### src/rtl/lift_request_scheduler.sv
// Two-floor lift sequencer: latches hall and car calls, orders departures, and
// times travel and door intervals for the lamp, LED and buzzer front end.
module lift_request_scheduler #(
  parameter int TRAVEL_CYCLES = 200000000,
  parameter int DOOR_CYCLES   = 100000000,
  parameter int CNT_W         = 28
) (
  input  logic       clk_50mhz,
  input  logic       rst,
  input  logic       up,
  input  logic       down,
  input  logic       to_one,
  input  logic       to_two,
  input  logic       start_stop,
  output logic [3:0] pending,
  output logic [1:0] state,
  output logic [1:0] floor,
  output logic       door_open,
  output logic       arrive
);

  typedef enum logic [1:0] {HOMING, IDLE, MOVE, DOOR} fsm_t;

  localparam logic [CNT_W-1:0] TRAVEL_LAST = CNT_W'(TRAVEL_CYCLES - 1);
  localparam logic [CNT_W-1:0] DOOR_LAST   = CNT_W'(DOOR_CYCLES - 1);
  localparam logic [CNT_W-1:0] CNT_ONE     = CNT_W'(1);

  // Pending bit order is {to_two, to_one, up, down}; each mask selects the
  // calls whose destination is that floor.
  localparam logic [3:0] T1_MASK = 4'b0110;
  localparam logic [3:0] T2_MASK = 4'b1001;

  fsm_t             fsm_q,    fsm_d;
  logic [CNT_W-1:0] timer_q,  timer_d;
  logic [3:0]       pend_q,   pend_d;
  logic             at_two_q, at_two_d;
  logic             dir_up_q, dir_up_d;
  logic             arrive_q, arrive_d;

  logic [3:0] req_vec;
  logic [3:0] here_mask;
  logic [3:0] there_mask;
  logic       req_here;
  logic       want_there;

  assign req_vec    = {to_two, to_one, up, down};
  assign here_mask  = at_two_q ? T2_MASK : T1_MASK;
  assign there_mask = ~here_mask;
  assign req_here   = |(req_vec & here_mask);
  assign want_there = |((pend_q | req_vec) & there_mask);

  always_ff @(posedge clk_50mhz or negedge rst) begin
    if (!rst) begin
      fsm_q    <= HOMING;
      timer_q  <= '0;
      pend_q   <= '0;
      at_two_q <= 1'b0;
      dir_up_q <= 1'b0;
      arrive_q <= 1'b0;
    end else begin
      // NOTE: non-blocking so every register samples the pre-edge values.
      fsm_q    <= fsm_d;
      timer_q  <= timer_d;
      pend_q   <= pend_d;
      at_two_q <= at_two_d;
      dir_up_q <= dir_up_d;
      arrive_q <= arrive_d;
    end
  end

  always_comb begin
    // NOTE: every target gets a default first, so no path can infer a latch.
    fsm_d    = fsm_q;
    timer_d  = timer_q;
    pend_d   = pend_q;
    at_two_d = at_two_q;
    dir_up_d = dir_up_q;
    arrive_d = 1'b0;

    case (fsm_q)
      HOMING: begin
        if (timer_q == TRAVEL_LAST) begin
          timer_d = '0;
          fsm_d   = IDLE;
        end else begin
          timer_d = timer_q + CNT_ONE;
        end
      end

      IDLE: begin
        pend_d = pend_q | (req_vec & there_mask);
        if (req_here) begin
          fsm_d   = DOOR;
          timer_d = '0;
        end else if (start_stop && want_there) begin
          fsm_d    = MOVE;
          timer_d  = '0;
          dir_up_d = ~at_two_q;
        end
      end

      MOVE: begin
        // Calls for the floor being left are kept and served on the way back.
        pend_d = pend_q | req_vec;
        if (start_stop) begin
          if (timer_q == TRAVEL_LAST) begin
            at_two_d = ~at_two_q;
            pend_d   = (pend_q | req_vec) & ~there_mask;
            arrive_d = 1'b1;
            fsm_d    = DOOR;
            timer_d  = '0;
          end else begin
            timer_d = timer_q + CNT_ONE;
          end
        end
      end

      DOOR: begin
        pend_d = pend_q | (req_vec & there_mask);
        if (req_here) begin
          timer_d = '0;
        end else if (start_stop) begin
          if (timer_q == DOOR_LAST) begin
            timer_d = '0;
            fsm_d   = IDLE;
          end else begin
            timer_d = timer_q + CNT_ONE;
          end
        end
      end

      default: fsm_d = HOMING;
    endcase
  end

  always_comb begin
    case (fsm_q)
      HOMING:  state = 2'd3;
      MOVE:    state = dir_up_q ? 2'd2 : 2'd1;
      default: state = 2'd0;
    endcase
    door_open = (fsm_q == DOOR);
    floor     = at_two_q ? 2'd2 : 2'd1;
    pending   = pend_q;
    arrive    = arrive_q;
  end

endmodule

### config.mk
export PLATFORM = sky130hd
export DESIGN_NAME = lift_request_scheduler
export DESIGN_NICKNAME = d
export VERILOG_FILES = /design/src/rtl/lift_request_scheduler.sv
export SDC_FILE = /design/constraint.sdc
export NUM_CORES = 1
export LEC_CHECK = 0
export CAP_MARGIN = 20
export CORE_MARGIN = 5
export CORE_UTILIZATION = 55
export CTS_CLUSTER_SIZE = 16
export DETAILED_ROUTE_END_ITERATION = 8
export PLACE_DENSITY_LB_ADDON = 0.1
export SYNTH_ARGS = -nofsm -noshare
export SYNTH_HDL_FRONTEND = slang
export SYNTH_SLANG_ARGS = --single-unit
### constraint.sdc
create_clock -name clk_50mhz -period 3.05 [get_ports clk_50mhz]
set_input_delay 0.61 -clock clk_50mhz [delete_from_list [all_inputs] [get_ports clk_50mhz]]
set_output_delay 0.61 -clock clk_50mhz [all_outputs]
set_load 0.01 [all_outputs]
==> flow_summary.ini <==
[yosys]
netlist-cell-type-count = 53
synthMuxAreaShare = 0.0129
synth_top_family_by_area = simple AND/OR/NAND/NOR gates
synth_compound_area_frac = 0.226
netlist_area_sq_um = 2420
synth_fa_ha_area_frac = 0.0310
synth.net_count = 277
synth_xor_area_frac = 0.00362
ys_ff_latch = 37
syn_avg_cell_area_sq_um = 9.16
synth_cells = 264
yosysSeqAreaShare = 0.383
ys_warn_count = 0
yosys.area_share.simple = 0.295

[grt]
antenna_found_initial = 0
track_usage = 0.202
grt_max_degree = 38
grt_pass1_vias = 1982
grt-ovfl-total = 0
grt_pass1_wl_mm = 9.76

[die]
die_w_um = 76.3
die_h_um = 76.3
initial_core_util = 0.559
coreArea_sq_um = 4320
dieArea_sq_um = 5820
io_pins = 17
rows = 24

[final_layout]
drive_gt1_frac = 0.102
fin_nets = 297
final.fill_count = 383
synthToLayoutAreaGrowth_pct = 11.5
final_cells = 336
antenna_cells = 0

[clock_network]
cts_inserted_buffers = 5
cts_setup_buffers = 0
clk_latency_ns = 0.29
cts_tree = done
cts.clk_slew.worst_paths_ns = 0.08
cts_sinks = 37
cts-resized-gates = 0
clockBufferDepth = 2
cts_max_level = 2
ctsRootBufferMaster = clkbuf_8
cts_hold_buf = 0

[worst_setup_path]
rrSetupSlack_ns = 0.53
cp_max_fo = 21
path_cells = ha_1 -> nand3_1 -> nor3_1 -> nand4b_1 -> a2bb2oi_4 -> nor2_2 -> a31o_2
worstSetupStartpointType = flop
crit_family = simple AND/OR/NAND/NOR gates
critPathKind = reg2reg
crit_arrival_ns = 2.71
path_buf_inv = 0
slowest_delay_ns = 0.57
cp_slowest_cell = a2bb2oi_4
endpoint_kind = flop
required_ns = 3.24

[detailed_routing]
wire_per_inst_um = 16.7
drt_iter0_drc = 196
num_vias = 2088
wl_mm = 5.62
antenna_left = 0
viasPerCell = 6.21
drt_first_pass_iters = 4
drc = 0

[hold_path]
hold_path.class = in2async

[timing]
tightest_slew_ns = 0.845
fin_crit_ns = 2.52
rsz0062_at_grt = no
skew_ns = 0.00704
relSlewSlack = 0.437
setup_violations = 0
finalHoldViolations = 0
fmax_mhz = 397
fin_tns_setup_ns = 0
drv_slew = 0
fin_crit_sh = 0.827

[placement]
dp_hpwl_mm = 4.11
io_buffer_count = 16
post-place-cells = 329
place.gp.congestion = 0.810

[flow_run]
cap_violations = 0

[pwr]
ir_drop_v = 0.000297
p_leak_nw = 1.15
total_power_w = 0.00169
pwr_density_cell_nw_per_um2 = 625

[outcome]
outcome = finished clean
-- placed cells by master, fill, tap and decap left out, drive strengths merged, types with 2 or more instances in the layout --
cell and n:
a21oi 21, a21o 6, o21ai 21, nand4 7, ha 6, inv 13
buf 6, dfrtp 37, or4 7, nor3 9, and4 2, o41ai 2
mux2i 2, nand3 16, nor4 9, nand4b 4, a2bb2oi 4, a22o 8
o31ai 2, nand2b 3, nand2 25, nor2b 2, clkbuf 6, or3 3
and4b 2, clkdlybuf4s50 15, and2 4, o21bai 2, nor2 20, and3 5
-- stage by stage --
stage / util / setup slack [ns] / hold WS, ns / area (sq um)
2_1_floorplan: - / 0.979 / 0.314 / 2420
3_3_place_gp: 0.603 / 0.281 / 0.516 / 2610
3_5_place_dp: 0.603 / 0.285 / 0.525 / 2610
4_1_cts: 0.624 / 0.522 / 0.452 / 2700
5_1_grt: 0.624 / 0.333 / 0.496 / 2700
6_report: 0.624 / 0.529 / 0.425 / 2700
-- flip-flops by register name (all words and copies together), names as in the netlist --
| signal | cells |
|---|---|
| arrive | 1 |
| timer_q | 28 |
| at_two_q | 1 |
| pending | 4 |
| fsm_q | 2 |
| dir_up_q | 1 |
-- routing by layer --
| metal | wire, um | global-route usage | vias to the layer above |
|---|---|---|---|
| met5 | 0 | 0 | - |
| met4 | 101 | 0.0612 | 0 |
| met3 | 311 | 0.0508 | 11 |
| met2 | 2670 | 0.321 | 58 |
| met1 | 2540 | 0.270 | 992 |
| li1 | - | - | 1027 |
-- synthesized netlist by cell type (all sizes together) --
cell type   n  share of area
nand2b      3         0.0078
a211oi      1         0.0031
o41ai       2         0.0072
nand2      25          0.039
a21o        6          0.019
mux2        1         0.0047
or4         7          0.022
and2        4          0.010
o31ai       2         0.0062
a2bb2oi     4          0.029
and4b       2         0.0088
nor2b       2         0.0052
nor2       20          0.032
a22o        8          0.029
nand4       7          0.024
inv        13          0.020
or2         1         0.0026
nor3        9          0.025
a31o        1         0.0036
o21a        1         0.0031
o221ai      1         0.0036
nand4b      4          0.014
o311a       1         0.0047
o2111ai     1         0.0062
and4        2         0.0072
nor3b       1         0.0031
nand3      16          0.033
ha          6          0.031
and3        5          0.013
or3         3         0.0078
dfrtp      37           0.38
mux2i       2         0.0083
buf         8          0.028
a21oi      21          0.043
o2bb2ai     1         0.0036
nor4        9          0.036
o21ai      21          0.043
xnor2       1         0.0036
o311ai      1          0.011
o31a        1         0.0036
or3b        1         0.0036
o21bai      2         0.0062
-- report_power, final --
part	switching (W)	internal (W)	total, W
combinational	0.000469	0.000306	0.000776
clock	0.000181	0.000179	0.000360
sequential	0.0000312	0.000519	0.000550
-- cell families (layout without fill, tap and decap cells) --
| group | count (synthesis) | in the layout |
|---|---|---|
| and+or+nand+nor | 121 | 121 |
| DFF | 37 | 37 |
| adders and majority gates | 6 | 6 |
| muxes | 3 | 3 |
| buffers and inverters | 21 | 41 |
| xor gates and xnor gates | 1 | 1 |
| AOI/OAI and AO/OA | 75 | 75 |
-- path summary, 6_finish.rpt --
kind	startpoint	to	cells after the start
worst max-delay path	timer_q[0]	timer_q[25]	7
worst min-delay path	rst	timer_q[5]	1
worst max register to register	timer_q[0]	timer_q[25]	7
worst min register to register	timer_q[23]	timer_q[23]	1
max in group asynchronous	rst	timer_q[22]	1
min in group clk_50mhz	timer_q[23]	timer_q[23]	1
-- area by class of cell --
class,count,area (sq um),share of cell area
clock buffer,6,82.6,0.0306
tap,52,65.1,0.0241
inverter,13,48.8,0.0181
sequential,37,926,0.343
timing repair buffer,21,193,0.0714
multi-input combinational,206,1380,0.510
clock inverter,1,7.51,0.00278
(Power assumes the default switching activity.)
